$ cat src/rtl/pwm_duty_ctrl_if.sv
// Switch/tick inputs and slew-limited duty outputs of pwm_duty_ctrl.
// The master side drives the switches and period tick; the slave side is the controller.
interface pwm_duty_ctrl_if;
    logic [3:0] sw_raw;
    logic       period_tick;
    logic [3:0] duty_code;
    logic [3:0] target;
    logic       ramping;
    logic       update;

    modport master (
        output sw_raw,
        output period_tick,
        input  duty_code,
        input  target,
        input  ramping,
        input  update
    );

    modport slave (
        input  sw_raw,
        input  period_tick,
        output duty_code,
        output target,
        output ramping,
        output update
    );
endinterface

$ cat src/rtl/pwm_duty_ctrl.sv
// Debounces a 4-bit switch vector and slews the PWM duty code toward it,
// one LSB per STEP_PERIODS period ticks, changing only on period boundaries.
module pwm_duty_ctrl #(
    parameter int DEB_CYCLES   = 16,
    parameter int STEP_PERIODS = 4
) (
    input  logic           clk,
    input  logic           rst,
    pwm_duty_ctrl_if.slave bus
);
    localparam int             CW       = $clog2(DEB_CYCLES);
    localparam logic [CW-1:0]  DEB_MAX  = CW'(DEB_CYCLES - 1);
    localparam logic [7:0]     STEP_MAX = 8'(STEP_PERIODS - 1);

    localparam logic [1:0] ST_IDLE = 2'd0;
    localparam logic [1:0] ST_UP   = 2'd1;
    localparam logic [1:0] ST_DOWN = 2'd2;

    logic [3:0]    sync1_r;
    logic [3:0]    sync2_r;
    logic [3:0]    cand_r;
    logic [CW-1:0] deb_cnt_r;
    logic [3:0]    target_r;
    logic [3:0]    duty_r;
    logic [7:0]    tick_r;
    logic [1:0]    state_r;
    logic          update_r;
    logic [1:0]    state_s;
    logic          reversal_s;

    // Two-flop synchronizer for the asynchronous switch inputs.
    always_ff @(posedge clk or posedge rst) begin
        if (rst) begin
            sync1_r <= 4'd0;
            sync2_r <= 4'd0;
        end else begin
            sync1_r <= bus.sw_raw;
            sync2_r <= sync1_r;
        end
    end

    // Whole-vector debounce: any change restarts the stability count.
    always_ff @(posedge clk or posedge rst) begin
        if (rst) begin
            cand_r    <= 4'd0;
            deb_cnt_r <= '0;
            target_r  <= 4'd0;
        end else if (sync2_r != cand_r) begin
            cand_r    <= sync2_r;
            deb_cnt_r <= '0;
        end else if (deb_cnt_r != DEB_MAX) begin
            deb_cnt_r <= deb_cnt_r + {{(CW-1){1'b0}}, 1'b1};
        end else begin
            target_r  <= cand_r;
        end
    end

    // Slew direction from registered duty/target; a reversal is an UP<->DOWN flip.
    always_comb begin
        state_s    = ST_IDLE;
        reversal_s = 1'b0;
        if (duty_r == target_r) begin
            state_s = ST_IDLE;
        end else if (duty_r < target_r) begin
            state_s = ST_UP;
        end else begin
            state_s = ST_DOWN;
        end
        if ((state_r != ST_IDLE) && (state_s != ST_IDLE) && (state_r != state_s)) begin
            reversal_s = 1'b1;
        end else begin
            reversal_s = 1'b0;
        end
    end

    // Tick counting and one-LSB stepping; the step sees the pre-edge target so it cannot overshoot.
    always_ff @(posedge clk or posedge rst) begin
        if (rst) begin
            duty_r   <= 4'd0;
            tick_r   <= 8'd0;
            state_r  <= ST_IDLE;
            update_r <= 1'b0;
        end else begin
            state_r  <= state_s;
            update_r <= 1'b0;
            case (state_s)
                ST_IDLE: begin
                    tick_r <= 8'd0;
                end
                ST_UP, ST_DOWN: begin
                    if (reversal_s) begin
                        tick_r <= 8'd0;
                    end else if (bus.period_tick) begin
                        if (tick_r == STEP_MAX) begin
                            tick_r   <= 8'd0;
                            update_r <= 1'b1;
                            duty_r   <= (state_s == ST_UP) ? duty_r + 4'd1 : duty_r - 4'd1;
                        end else begin
                            tick_r <= tick_r + 8'd1;
                        end
                    end else begin
                        tick_r <= tick_r;
                    end
                end
                default: begin
                    tick_r <= 8'd0;
                end
            endcase
        end
    end

    assign bus.duty_code = duty_r;
    assign bus.target    = target_r;
    assign bus.ramping   = (duty_r != target_r);
    assign bus.update    = update_r;
endmodule

$ cat src/flat_wrapper.sv
// flat-port wrapper written by rule: the top's interface ports become plain ports
module pwm_duty_ctrl_flat 
#(
    parameter int DEB_CYCLES   = 16,
    parameter int STEP_PERIODS = 4
)
  (clk, rst, bus_sw_raw, bus_period_tick, bus_duty_code, bus_target, bus_ramping, bus_update);
  pwm_duty_ctrl_if bus_i ();
  input  logic clk;
  input  logic rst;
  input wire logic [$bits(bus_i.sw_raw)-1:0] bus_sw_raw;
  input wire logic [$bits(bus_i.period_tick)-1:0] bus_period_tick;
  output wire logic [$bits(bus_i.duty_code)-1:0] bus_duty_code;
  output wire logic [$bits(bus_i.target)-1:0] bus_target;
  output wire logic [$bits(bus_i.ramping)-1:0] bus_ramping;
  output wire logic [$bits(bus_i.update)-1:0] bus_update;
  assign bus_i.sw_raw = bus_sw_raw;
  assign bus_i.period_tick = bus_period_tick;
  assign bus_duty_code = bus_i.duty_code;
  assign bus_target = bus_i.target;
  assign bus_ramping = bus_i.ramping;
  assign bus_update = bus_i.update;
  pwm_duty_ctrl #(.DEB_CYCLES(DEB_CYCLES), .STEP_PERIODS(STEP_PERIODS)) u_core (.clk(clk), .rst(rst), .bus(bus_i));
endmodule
$ cat config.mk
export PLATFORM = sky130hd
export DESIGN_NAME = pwm_duty_ctrl_flat
export DESIGN_NICKNAME = d
export VERILOG_FILES = /design/src/rtl/pwm_duty_ctrl_if.sv /design/src/rtl/pwm_duty_ctrl.sv /design/src/flat_wrapper.sv
export SDC_FILE = /design/constraint.sdc
export NUM_CORES = 1
export LEC_CHECK = 0
export ABC_AREA = 1
export CORE_MARGIN = 1
export CORE_UTILIZATION = 30
export CTS_BUF_LIST = sky130_fd_sc_hd__clkbuf_8
export DETAILED_ROUTE_END_ITERATION = 6
export SYNTH_ARGS = -nofsm -noshare
export SYNTH_HDL_FRONTEND = slang
export SYNTH_SLANG_ARGS = --single-unit
$ cat constraint.sdc
create_clock -name clk -period 2.6 [get_ports clk]
set_input_delay 0.52 -clock clk [delete_from_list [all_inputs] [get_ports clk]]
set_output_delay 0.52 -clock clk [all_outputs]
set_load 0.02 [all_outputs]
Word-level counts from Yosys, hierarchy flattened
Index checks and enable logic that the tools add are counted.

Register bits: 35. Input bits: 7. Output and inout bits: 10. Logic and storage cells: 48.

Add/subtract/negate cells: 4. $lt $le $gt $ge: 1. Eq/ne operators: 9. Multiplexer cells: 14. Bitwise logic cells: 3. Reductions and logical operators: 8.

Operators by type and width (count): $mux W8 (4); $mux W4 (3); $add A4 B1 Y4 const B (2); $add A8 B1 Y8 const B (1); $eq A8 B2 Y1 const B (1); $ne A4 B4 Y1 (2); $reduce_bool A2 Y1 (3); $mux W1 (5); $eq A4 B4 Y1 (1); $lt A4 B4 Y1 (1); $mux W2 (2); $ne A4 B4 Y1 const B (1); $reduce_and A4 Y1 (1); $sub A4 B1 Y4 const B (1); $ne A3 B2 Y1 const B (1); $not A1 Y1 (3); $eq A2 B1 Y1 const B (1); $eq A2 B2 Y1 const B (1); $logic_and A1 B1 Y1 (2); $ne A2 B2 Y1 (1); $reduce_and A2 Y1 (1); $reduce_or A2 Y1 (1).

Depth between registers and ports, before layout
Depth after elaboration: 9. Mapped depth: 16. Depth with buffers taken out: 16.

Least setup slack after synthesis
No wires, ideal clock.

Path kind: register to register. Start: reg u_core.duty_r[0] (netlist: u_core.bus.duty_code[0]). End: reg u_core.duty_r[3] (netlist: u_core.bus.duty_code[3]). Setup time: 0.117 ns. Arrival: 2.187 ns. Data required time: 2.483 ns. Path slack: 0.295 ns. Stages on the path, launching flop included: 16. Buffers on the path: 0. Clock period less this slack: 2.305 ns. Path through: dfrtp_1 -> inv_1 -> ha_1 -> nand2_1 -> inv_1 -> nand2_4 -> nand3_2 -> ha_1 -> a21oi_1 -> nand2_1 -> xor2_1 -> inv_1 -> nand2_1 -> nand2_1 -> nand4_1 -> nand2_1.

Longest elaborated chain between the ends: 9. Elaborated cells between the ends (all ways): 17.

RTL lines: start: declaration (line pwm_duty_ctrl.sv:24) `logic [3:0] duty_r;`; start signal: assignment (line pwm_duty_ctrl.sv:97) `duty_r <= (state_s == ST_UP) ? duty_r + 4'd1 : duty_r - 4'd1;`; $lt A4 B4 Y1 (line pwm_duty_ctrl.sv:64) `end else if (duty_r < target_r) begin`; $mux W2 (line pwm_duty_ctrl.sv:64); $mux W2 (line pwm_duty_ctrl.sv:62) `if (duty_r == target_r) begin`; $reduce_bool A2 Y1 (line pwm_duty_ctrl.sv:69) `if ((state_r != ST_IDLE) && (state_s != ST_IDLE) && (state_r != state_s)) begin`; $logic_and A1 B1 Y1 (2 in series) (line pwm_duty_ctrl.sv:69); $mux W1 (line pwm_duty_ctrl.sv:69); $not A1 Y1 (no source line); $reduce_and A4 Y1 (no source line).

Parallel ways exist; a longest one is shown, timed or not. A chain may end at the register's enable or synchronous reset.

Final worst setup path
Start: reg u_core.duty_r[0] (netlist: u_core.bus.duty_code[0]). End: out bus_ramping.

Longest elaborated chain between the ends: 1.

RTL lines: $ne A4 B4 Y1 (line pwm_duty_ctrl.sv:114) `assign bus.ramping = (duty_r != target_r);`; end: declaration (line flat_wrapper.sv:15) `output wire logic [$bits(bus_i.ramping)-1:0] bus_ramping;`.

Every way passes these cells.

==> metrics.md <==
| Metric | Value |
|---|---|
| Outcome | finished, final reports clean |
| Antenna diodes | 0 |
| Reg clk slew, reported paths | 0.07 ns |
| Syn_area_per_cell | 9.62 um^2 |
| Core area | 5680 um^2 |
| Setup crit end kind | output port |
| Worst VDD drop | 0.378 mV |
| Max Fclk | a little over 0.4 GHz |
| Post-CTS Setup Inserts | 0 |
| FF+latch count, synth | 35 |
| Critical path cell sequence | inv_1, ha_1, nand2_1, inv_1, nand2_4, clkdlybuf4s50_1 |
| Die width | 79.8 um |
| Hold EP | u_core.sync2_r[0]$_DFF_PP0_ |
| Filler instances | 598 |
| Vias/cell | between 4 and 5 |
| DRC Markers | 0 |
| Post-layout power | ~0.0012 W |
| Fin crit share | 0.939 |
| Setup Viol. Count Final | 0 |
| Worst Hold Slack | 0.353 ns |
| Worst-margin pin slew | 0.584 ns |
| Maximum root-to-sink buffer count | 2 |
| Worst Setup Path Type | register to output port |
| Minimum clock period | 2.44 ns |
| RSZ-0062 raised after global routing | no |
| Crit-path max FO | 5 |
| Clock Latency Late Sink | a little under 0.3 ns |
| Static Leak | 1.08 nW |
| R2r worst-path depth | 15 |
| Reg2Reg Launch Point | u_core.bus.duty_code[0]$_DFFE_PP0P_ |
| Worst Hold Launch | u_core.sync1_r[0]$_DFF_PP0_ |
| Hpwl dp | 2.28 mm |
| Commonest cells after routing, fill and taps aside | 35 x dfrtp_1, 32 x nand2_1, 23 x nand4_1, 22 x inv_1, 16 x clkdlybuf4s50_1 |
| I/O Buffers | 16 |
| Most common cell after layout, fill and taps aside | dfrtp_1 |
| CP max-delay cell | clkdlybuf4s50_1 |
| CP Data Required Time | 2.08 ns |
| Synthesized Nets | 206 |
| Yosys warns | 0 |
| Final Hold Fails | 0 |
| End of the worst register-to-register path | u_core.bus.duty_code[3]$_DFFE_PP0P_ |
| Critical Path AT | 1.92 ns |
| Yosys cell types | 28 |
| DR pass1 iterations | 4 |
| Cts bufs inserted | 5 |
| Clock sink count | 35 |
| FP Rows | 27 |
| Initial antenna violation count | 0 |
| CTS resizes | 0 |
| IO Pins | 17 |
| Pwr Density | 548 nW/um^2 |
| Setup tns final | 0 ns |
| Largest net degree at the start of global routing | 36 |
| Routed WL per cell | 11.5 um |
| Final Net Count | ~220 |
| Max incr delay on CP | around 0.6 ns |
| Dpl cells | roughly 270 |
| Htree depth | 2 |
| Max Cap Viol | 0 |
| Top cell by count, worst path | inv_1 |
| WHS Path Cells | 0 |
| Final WL | 3.21 mm |
| First-pass GRT wire length | 5.78 mm |
| Max_slew headroom | 0.610 |
| Storage cell area | 876 um^2 |
| Number of global-route vias before repair | 1310 |
| Grt ovf | 0 |
| Initial core utilization | 0.320 |
| Hold_buf cts | 0 |
| Post-Layout Cell Count | roughly 280 |
| Cells after Synth | 189 |
| Crit start category | register |
| Sequential fraction of the synthesis area | 0.482 |
| Footprint of the multi-input gates | 788 um^2 |
| Final ANT Viol Nets | 0 |
| Vias | 1269 |
| GRT Total Usage | 0.121 |
| Worst hold path type | register to register |
| 1st-iter DRT viols | 39 |
| Die Area | about 6400 um^2 |
| GPL Wtd Cong | 0.792 |
| Area grow syn2layout | 19.4% |
| Die H | 79.8 um |
| CTS tree | yes |
| Root Buffer Master | clkbuf_8 |
| Fraction of layout cells with a size suffix above 1 | 0.169 |
| Register-to-register setup slack | ~0.25 ns |
| Synthesized area | ~1800 um^2 |
| Skew final | 0.00631 ns |
| Pins over their slew limit | 0 |
layout make-up:
class / count / share of cell area
flip-flops and latches: 35 / 0.403
well taps: 72 / 0.0415
clock inverters: 3 / 0.0311
clock buffers: 5 / 0.0317
repair buffers: 20 / 0.0876
multi-input cells: 120 / 0.363
inverters: 24 / 0.0415
cell families (layout without fill, tap and decap cells):
| logic type | after synthesis | in the layout | share of synthesized area |
|---|---|---|---|
| and+or+nand+nor | 87 | 87 | 0.262 |
| DFF | 35 | 35 | 0.482 |
| buffers and inverters | 34 | 52 | 0.0846 |
| xor gates and xnor gates | 12 | 12 | 0.0578 |
| AOI/OAI and AO/OA | 11 | 11 | 0.0406 |
| adders and majority gates | 10 | 10 | 0.0730 |
through the flow:
| step | util | setup WS (ns) | cell area (um^2) |
|---|---|---|---|
| finish | 0.382 | 0.157 | 2170 |
| floorplan | - | 0.295 | 1820 |
| global placement | 0.358 | 0.298 | 2030 |
| global route | 0.382 | 0.00913 | 2170 |
| detailed placement | 0.358 | 0.237 | 2030 |
| CTS | 0.382 | 0.128 | 2170 |
synthesized netlist by cell type:
cell	count	area, um^2
dfrtp_1	35	876
nand2_1	32	120
nand4_1	23	144
inv_1	22	82.6
xor2_1	11	96.3
ha_1	9	113
nand2_2	7	43.8
nand3_1	6	30.0
nor2_1	5	18.8
a21oi_1	4	20.0
clkbuf_1	4	15.0
o21ai_2	4	35.0
buf_2	3	15.0
buf_6	3	33.8
nand3_2	3	30.0
nor2_2	3	18.8
nand2_4	2	22.5
nor3_1	2	10.0
o21ai_1	2	10.0
a21oi_2	1	8.76
and2_1	1	6.26
clkinv_1	1	3.75
fa_1	1	20.0
inv_2	1	3.75
nand3b_1	1	7.51
nor3b_4	1	18.8
or2_2	1	6.26
xnor2_1	1	8.76
registers in the layout, indices dropped and copies added (netlist names):
register and count:
u_core.bus.target 4, u_core.state_r 2, u_core.cand_r 4, u_core.sync2_r 4, u_core.bus.duty_code 4, u_core.sync1_r 4, u_core.tick_r 8, u_core.deb_cnt_r 4
u_core.bus.update 1
worst max-delay path, delay by kind of cell, from the launching register on:
| kind | cells | cell delay [ns] |
|---|---|---|
| buffers and inverters | 3 | 0.75 |
| and+or+nand+nor | 2 | 0.15 |
| DFF | 1 | 0.45 |
| adders and majority gates | 1 | 0.28 |
power breakdown:
group	leakage [nW]	switching, W	internal (W)
Sequential	0.461	0.00000579	0.000554
Combinational	0.551	0.0000240	0.0000166
Clock	0.0644	0.000206	0.000382
Total	1.08	0.000236	0.000953
routing by layer:
metal	vias to the layer above	track usage	wire length, um
met4	0	0.0643	78
met5	-	0	0
met2	21	0.184	1440
met3	9	0.0320	87
li1	649	-	-
met1	590	0.155	1600
worst max path at each step:
stage                                              from                                   to  slack [ns]
floorplan           u_core.bus.duty_code[0]$_DFFE_PP0P_  u_core.bus.duty_code[3]$_DFFE_PP0P_        0.30
global placement    u_core.bus.duty_code[0]$_DFFE_PP0P_  u_core.bus.duty_code[3]$_DFFE_PP0P_        0.30
detailed placement  u_core.bus.duty_code[0]$_DFFE_PP0P_  u_core.bus.duty_code[3]$_DFFE_PP0P_        0.24
CTS                 u_core.bus.duty_code[0]$_DFFE_PP0P_                          bus_ramping        0.13
global route        u_core.bus.duty_code[0]$_DFFE_PP0P_  u_core.bus.duty_code[3]$_DFFE_PP0P_       0.009
finish              u_core.bus.duty_code[0]$_DFFE_PP0P_                          bus_ramping        0.16
No activity file was read; power rests on OpenSTA's default activity.
